## src/rtl/pipe_stage_reg_pkg.sv

```systemverilog
// -----------------------------------------------------------------------------
// pipe_stage_reg_pkg
// Shared definitions for the pipeline stage register and its skid entry.
//   PIPE_CNT_W_DEF : default width of the stall-cycle counter
//   main_op_e      : per-cycle update applied to the main entry
// Configuration macro: PIPE_SKID_EN (default off). When defined, the stage adds
// one skid entry so in_ready no longer depends on out_ready.
// -----------------------------------------------------------------------------
package pipe_stage_reg_pkg;

    localparam int PIPE_CNT_W_DEF = 16;

    // Update applied to the main entry at the next edge (reset/flush excluded).
    typedef enum logic [1:0] {
        MAIN_HOLD      = 2'd0,  // keep valid and data
        MAIN_LOAD_IN   = 2'd1,  // take the upstream payload
        MAIN_LOAD_SKID = 2'd2,  // promote the skid entry into main
        MAIN_DRAIN     = 2'd3   // payload left downstream, nothing replaces it
    } main_op_e;

endpackage

```

## src/rtl/pipe_skid_buf.sv

```systemverilog
// -----------------------------------------------------------------------------
// pipe_skid_buf
// One-entry skid store placed behind the main entry of pipe_stage_reg. It
// catches a payload accepted while main is occupied and stalled, which lets
// in_ready be a registered function of the skid state (plus suspend) only.
// Only instantiated when PIPE_SKID_EN is defined.
// Ports:
//   clk_i, rst_i      : clock, synchronous active-high reset
//   flush_i           : drop the skid entry at the next edge
//   suspend_i         : freeze, no acceptance, state retained
//   main_v_i          : main entry currently valid
//   out_ready_i       : downstream ready
//   in_valid_i/in_data_i : upstream payload
//   in_ready_o        : stage can accept this cycle
//   skid_v_o/skid_d_o : skid entry state, read by the top to refill main
// -----------------------------------------------------------------------------
import pipe_stage_reg_pkg::*;

module pipe_skid_buf #(
    parameter int                DATA_W    = 32,
    parameter logic [DATA_W-1:0] RESET_VAL = {DATA_W{1'b0}}
) (
    input  logic              clk_i,
    input  logic              rst_i,
    input  logic              flush_i,
    input  logic              suspend_i,
    input  logic              main_v_i,
    input  logic              out_ready_i,
    input  logic              in_valid_i,
    input  logic [DATA_W-1:0] in_data_i,
    output logic              in_ready_o,
    output logic              skid_v_o,
    output logic [DATA_W-1:0] skid_d_o
);

    logic              skid_v_q;
    logic              skid_v_d;
    logic [DATA_W-1:0] skid_d_q;
    logic [DATA_W-1:0] skid_d_d;
    logic              in_xfer_s;
    logic              out_xfer_s;

    assign in_ready_o = !suspend_i && !skid_v_q;
    assign in_xfer_s  = in_valid_i && in_ready_o;
    assign out_xfer_s = main_v_i && !suspend_i && out_ready_i;
    assign skid_v_o   = skid_v_q;
    assign skid_d_o   = skid_d_q;

    // Skid next state: empty when main drains it, fill when main is stalled.
    always_comb begin
        skid_v_d = skid_v_q;
        skid_d_d = skid_d_q;
        if (out_xfer_s && skid_v_q) begin
            // Top moves skid into main this edge. in_ready was low, so no
            // new payload can arrive at the same time.
            skid_v_d = 1'b0;
        end else if (in_xfer_s && main_v_i && !out_xfer_s) begin
            skid_v_d = 1'b1;
            skid_d_d = in_data_i;
        end else begin
            skid_v_d = skid_v_q;
        end
    end

    // Skid state register with reset > flush > normal priority.
    always_ff @(posedge clk_i) begin
        if (rst_i) begin
            skid_v_q <= 1'b0;
            skid_d_q <= RESET_VAL;
        end else if (flush_i) begin
            skid_v_q <= 1'b0;
        end else begin
            skid_v_q <= skid_v_d;
            skid_d_q <= skid_d_d;
        end
    end

endmodule

```

## src/rtl/pipe_stage_reg.sv

```systemverilog
// -----------------------------------------------------------------------------
// pipe_stage_reg
// Parametrised inter-stage register with valid/ready handshake, synchronous
// flush, suspend (freeze) and a saturating count of back-pressured cycles.
// Configuration macro: PIPE_SKID_EN (default off) adds one skid entry through
// pipe_skid_buf, removing the out_ready -> in_ready combinational path.
// Ports:
//   cpu_clk, cpu_rst     : clock, synchronous active-high reset
//   flush                : discard held entries at the next edge
//   suspend              : freeze stage, outputs masked, state retained
//   in_valid/in_ready/in_data    : upstream handshake and payload
//   out_valid/out_ready/out_data : downstream handshake and payload
//   stall_cnt            : saturating count of cycles main was held back
// -----------------------------------------------------------------------------
import pipe_stage_reg_pkg::*;

module pipe_stage_reg #(
    parameter int                DATA_W    = 32,
    parameter logic [DATA_W-1:0] RESET_VAL = {DATA_W{1'b0}},
    parameter int                CNT_W     = PIPE_CNT_W_DEF
) (
    input  logic              cpu_clk,
    input  logic              cpu_rst,
    input  logic              flush,
    input  logic              suspend,
    input  logic              in_valid,
    output logic              in_ready,
    input  logic [DATA_W-1:0] in_data,
    output logic              out_valid,
    input  logic              out_ready,
    output logic [DATA_W-1:0] out_data,
    output logic [CNT_W-1:0]  stall_cnt
);

    // Saturating increment: sticks at all-ones.
    function automatic logic [CNT_W-1:0] sat_inc(input logic [CNT_W-1:0] v);
        if (&v) begin
            return v;
        end else begin
            return v + CNT_W'(1);
        end
    endfunction

    logic              main_v_q;
    logic              main_v_d;
    logic [DATA_W-1:0] main_d_q;
    logic [DATA_W-1:0] main_d_d;
    logic [CNT_W-1:0]  stall_cnt_q;
    logic [CNT_W-1:0]  stall_cnt_d;
    logic              in_xfer_s;
    logic              out_xfer_s;
    logic              stall_s;
    main_op_e          main_op_s;

    assign out_valid  = main_v_q && !suspend;
    assign out_data   = main_d_q;
    assign stall_cnt  = stall_cnt_q;
    assign out_xfer_s = out_valid && out_ready;
    assign in_xfer_s  = in_valid && in_ready;

`ifdef PIPE_SKID_EN
    logic              skid_v_s;
    logic [DATA_W-1:0] skid_d_s;

    pipe_skid_buf #(
        .DATA_W    (DATA_W),
        .RESET_VAL (RESET_VAL)
    ) u_skid (
        .clk_i       (cpu_clk),
        .rst_i       (cpu_rst),
        .flush_i     (flush),
        .suspend_i   (suspend),
        .main_v_i    (main_v_q),
        .out_ready_i (out_ready),
        .in_valid_i  (in_valid),
        .in_data_i   (in_data),
        .in_ready_o  (in_ready),
        .skid_v_o    (skid_v_s),
        .skid_d_o    (skid_d_s)
    );
`else
    // Single entry: room exists if main is empty or leaving this cycle.
    assign in_ready = !suspend && (!main_v_q || out_ready);
`endif

    // Select what happens to the main entry; order is main, skid, new input.
    always_comb begin
        main_op_s = MAIN_HOLD;
`ifdef PIPE_SKID_EN
        if (out_xfer_s && skid_v_s) begin
            main_op_s = MAIN_LOAD_SKID;
        end else if (in_xfer_s && (!main_v_q || out_xfer_s)) begin
            main_op_s = MAIN_LOAD_IN;
        end else if (out_xfer_s) begin
            main_op_s = MAIN_DRAIN;
        end else begin
            main_op_s = MAIN_HOLD;
        end
`else
        if (in_xfer_s && (!main_v_q || out_xfer_s)) begin
            main_op_s = MAIN_LOAD_IN;
        end else if (out_xfer_s) begin
            main_op_s = MAIN_DRAIN;
        end else begin
            main_op_s = MAIN_HOLD;
        end
`endif
    end

    // Main entry next state; data only changes on a load, bubbles keep stale data.
    always_comb begin
        main_v_d = main_v_q;
        main_d_d = main_d_q;
        case (main_op_s)
            MAIN_LOAD_IN: begin
                main_v_d = 1'b1;
                main_d_d = in_data;
            end
`ifdef PIPE_SKID_EN
            MAIN_LOAD_SKID: begin
                main_v_d = 1'b1;
                main_d_d = skid_d_s;
            end
`endif
            MAIN_DRAIN: begin
                main_v_d = 1'b0;
            end
            MAIN_HOLD: begin
                main_v_d = main_v_q;
            end
            default: begin
                main_v_d = main_v_q;
                main_d_d = main_d_q;
            end
        endcase
    end

    // Stall counter next state: main held by back-pressure or suspend.
    always_comb begin
        stall_s = main_v_q && (!out_ready || suspend);
        if (stall_s) begin
            stall_cnt_d = sat_inc(stall_cnt_q);
        end else begin
            stall_cnt_d = stall_cnt_q;
        end
    end

    // Main entry register with reset > flush > normal; flush keeps stale data.
    always_ff @(posedge cpu_clk) begin
        if (cpu_rst) begin
            main_v_q <= 1'b0;
            main_d_q <= RESET_VAL;
        end else if (flush) begin
            main_v_q <= 1'b0;
        end else begin
            main_v_q <= main_v_d;
            main_d_q <= main_d_d;
        end
    end

    // Stall counter register; only reset clears it, flush leaves it counting.
    always_ff @(posedge cpu_clk) begin
        if (cpu_rst) begin
            stall_cnt_q <= {CNT_W{1'b0}};
        end else begin
            stall_cnt_q <= stall_cnt_d;
        end
    end

endmodule

```

## config.mk

```make
export PLATFORM = sky130hd
export DESIGN_NAME = pipe_stage_reg
export DESIGN_NICKNAME = d
export VERILOG_FILES = /design/src/rtl/pipe_stage_reg_pkg.sv /design/src/rtl/pipe_skid_buf.sv /design/src/rtl/pipe_stage_reg.sv
export SDC_FILE = /design/constraint.sdc
export NUM_CORES = 1
export LEC_CHECK = 0
export CORE_MARGIN = 10
export CORE_UTILIZATION = 40
export CTS_BUF_LIST = sky130_fd_sc_hd__clkbuf_8
export DETAILED_ROUTE_END_ITERATION = 10
export PLACE_DENSITY = 0.76
export SKIP_LAST_GASP = 1
export SYNTH_ARGS = -nofsm -noshare
export SYNTH_HDL_FRONTEND = slang
export SYNTH_HIERARCHICAL = 1
export SYNTH_SLANG_ARGS = --single-unit
export TNS_END_PERCENT = 50
```

## constraint.sdc

```tcl
create_clock -name cpu_clk -period 2.5 [get_ports cpu_clk]
set_input_delay 0.5 -clock cpu_clk [delete_from_list [all_inputs] [get_ports cpu_clk]]
set_output_delay 0.5 -clock cpu_clk [all_outputs]
set_load 0.005 [all_outputs]
```

* Yosys cells after proc, flatten, opt, wreduce, memory -nomap -nowiden
Cells that the tools add are included.
Storage, ports and cells: flip-flop bits (word level) 49, input bits 38, word-level logic and storage cells 28
Operators by class: add/subtract/negate cells 1, equality and inequality tests 2, mux-type cells 3, bitwise logic cells 2, reductions and logical operators 17
Operators by type and width (number):
- $add 16x1->16 const B | 1
- $reduce_and 16->1 | 1
- $logic_and 1x1->1 | 6
- $mux 2 | 2
- $reduce_and 2->1 | 2
- $logic_not 1->1 | 3
- $logic_or 1x1->1 | 3
- $eq 2x1->1 const B | 1
- $eq 2x2->1 const B | 1
- $not 1->1 | 2
- $pmux 1 s2 | 1
- $reduce_bool 2->1 | 1
- $reduce_or 2->1 | 1

* Longest topological paths before layout
depth in word-level cells 8, depth in mapped cells 6, gate-level depth less buffers 5

* Worst setup path after synthesis
OpenSTA, ideal clock, no wires.
path type register -> register, from register stall_cnt_q[2], in the netlist stall_cnt[2], to register stall_cnt_q[9], in the netlist stall_cnt[9], setup time 0.070 ns, arrival 1.831 ns, path slack 0.599 ns, stages on the path, launching flop included 6, clock period less this slack 1.901 ns, path through dfxtp_1 and3_4 or4b_1 buf_2 or4_1 a21oi_1
Between the ends: longest elaborated chain between the ends 3
RTL lines:
- start: declaration | RTL line pipe_stage_reg.sv:48 | logic [CNT_W-1:0] stall_cnt_q;
- start signal: assignment | RTL line pipe_stage_reg.sv:164 | stall_cnt_q <= {CNT_W{1'b0}};
- start signal: assignment | RTL line pipe_stage_reg.sv:166 | stall_cnt_q <= stall_cnt_d;
- branches (longest 3 deep; another with $add 16x1->16)
Parallel ways; which one is timed is not known. A chain may end at the register's enable or synchronous reset.

* Worst setup path in the final report
from input suspend, to output in_ready
Between the ends: longest elaborated chain between the ends 2
RTL lines:
- start: declaration | RTL line pipe_stage_reg.sv:25 | input logic suspend,
- $logic_not 1->1 | RTL line pipe_stage_reg.sv:83 | assign in_ready = !suspend && (!main_v_q || out_ready);
- $logic_and 1x1->1 | RTL line pipe_stage_reg.sv:83
- end: declaration | RTL line pipe_stage_reg.sv:27 | output logic in_ready,
No other way between the ends.

==> reports/results.tsv <==
metric	value	unit
min_to	out_data[18]	
finalClockSkew	0.00718	ns
routed.top_layer	met4	
drt-initial-drc-count	115	
max-cap-violations	0	
clk_pin_slew	0.08	ns
cts_resized	0	
worst-path-max-fanout	5	
coreArea	4850	um2
slew_viol_final	0	
placed_cells	401	
cts.root.buffer_cell	clkbuf_8	
worstHoldPathCells	2	
cp_data_arrival_time	1.80	ns
yosysSeqAreaShare	47.9	%
htree_levels	2	
wl_met2	2780	um
layout_min_cycle_time	2.30	ns
rsz0062_at_grt	no	
cts_buffers	5	
synth_xor_area_share	0	%
drtPass1Iterations	4	
start_util	42.2	%
synth-async-reset-ratio	0	%
drt-wirelength-per-cell	14.6	um
cts_tree	done	
max-clock-path-buffers	2	
r2r_slack	0.47	ns
grt_pass1_vias	1933	
synth.net_count	293	
synth-simple-area-share	29.6	%
reg2regPathDepth	4	
synth_top_cell_area_share	47.9	%
synth_commonest_cells	nand2_1, dfxtp_1, a21oi_1	
hpwl	4480	um
diodes	0	
worstReg2RegEnd	stall_cnt[9]	
cts_sinks	49	
synth.area.top_cells	dfxtp_1, nand2_1, a21oi_1, o31ai_1, or4_1	
p_leak	1.01	nW
clk_latency	0.29	ns
synth_area	2050	um2
synthDistinctLibCells	33	
cp-end-kind	output pin	
rows	25	
grt_first_pass_wirelength	9630	um
cp-start-kind	input pin	
synth_edf_count	0	
grt_use_total	13.6	%
synth_compound_area_share	15.3	%
utilization	63.4	%
reg2reg_from	stall_cnt[2]	
pre_cts_ws	0.0469	ns
ys_dominant_reg_cell	dfxtp_1	
yosysWarnings	6	
maxSlewHeadroom	48.7	%
critPathRequiredTime	2.00	ns
min_from	out_data[18]	
finalNonFillerCells	408	
layout-drive-gt1-share	7.33	%
muxShareOfSynthArea	2.20	%
die_y	91.5	um
die_width	91.5	um
final.setup.tns	0	ns
areaGrowthSynthToFinish	50.1	%
hold_viol_final	0	
synth_top_family_by_area	simple AND/OR/NAND/NOR gates	
ant_nets	0	
yosys.area.top_type	dfxtp_1	
synth-adder-area-share	0.611	%
fin_crit_sh	92.1	%
wl_met1	2430	um
status	completed	
io_pins	88	
clock.fmax	0.434	GHz
portBuffers	87	
place.gp.congestion	0.830	
dr_wl_met3	731	um
fin_nets	380	
avgViaCountPerCell	5.10	
worst_pin_slew	0.763	ns
wl	5980	um
grt_max_degree	33	
synth_most_common_cell	nand2_1	
overflow	0	
antenna_found_initial	0	
hold_buffers	0	
die_area	8380	um2
hold_class	reg2reg	
setup_slack	0.197	ns
path_class	in2out	
setup_viol	0	
power.density	464	nW/um2
syn-instance-count	254	
remaining_drc_errors	0	
synth-seq-cells	49	
max-vdd-ir-drop	308	uV
dr_total_vias	2080	
avgSynthCellArea	8.06	um2
cts_setup_buffers	0	
-- layout by cell type (no fill, tap or decap), types with 2 or more instances in the layout --
| master | n |
|---|---|
| clkbuf_8 | 6 |
| mux2_2 | 4 |
| buf_4 | 8 |
| nand4_1 | 4 |
| clkdlybuf4s50_1 | 86 |
| o21ai_0 | 4 |
| nor4_1 | 6 |
| dfxtp_1 | 49 |
| o31ai_1 | 7 |
| nand3_1 | 6 |
| nand2_1 | 74 |
| and4_1 | 2 |
| or3_1 | 3 |
| or4_1 | 7 |
| nor2b_1 | 6 |
| nor2_1 | 8 |
| a21oi_1 | 42 |
| inv_1 | 3 |
-- worst max path at each step --
stage	slack [ns]	depth (start not counted)	to	startpoint
after floorplan	0.60	5	stall_cnt[9]	out_ready
after global placement	0.05	5	stall_cnt[9]	out_ready
after detailed placement	0.05	5	stall_cnt[9]	out_ready
after CTS	0.19	4	in_ready	suspend
after global routing	0.11	4	in_ready	out_ready
final	0.20	4	in_ready	suspend
-- per-layer routing --
metal	track usage [%]	vias to the layer above
li1	-	1053
met1	15.1	957
met2	21.7	66
met3	8.72	4
met4	2.35	0
met5	0	-
-- worst max-delay path, stage by stage --
cell             delay, ns
clkdlybuf4s50_1       0.44
buf_4                 0.17
nor2_1                0.15
clkdlybuf4s50_1       0.55
-- stage by stage --
stage                     hold slack, ns  instance area (um2)  total power [mW]
after floorplan                    0.450                 2050             0.877
after global placement             0.441                 2990             0.987
after detailed placement           0.446                 2990             0.989
after CTS                          0.457                 3070              1.45
after global routing               0.474                 3070              1.51
final                              0.454                 3070              1.42
-- final cells by class --
type	instances	area (um2)
clock buffers	6	82.6
clock inverters	1	3.75
fillers	433	1780
inverters	3	11.3
multi-input cells	187	983
flip-flops and latches	49	981
well taps	67	83.8
repair buffers	95	926
-- kinds of logic (layout without fill, tap and decap cells) --
logic type               Yosys count  count (layout)
AND/OR/NAND/NOR                  125             125
adder cells (fa/ha/maj)            1               1
flip-flops                        49              49
multiplexers                       4               4
buffers and inverters             18             105
AO/OA/AOI/OAI                     57              57
-- registers in the layout, summed over array words and instances (netlist names) --
name	flops
stall_cnt	16
out_data	32
main_v_q	1
-- report_power, final --
part | leakage, nW | switching, mW | internal, mW
sequential | 0.397 | 0.00934 | 0.798
clock | 0.0485 | 0.238 | 0.216
combinational | 0.563 | 0.0623 | 0.101
total | 1.01 | 0.310 | 1.11
Power figures use the tool's default switching activity.
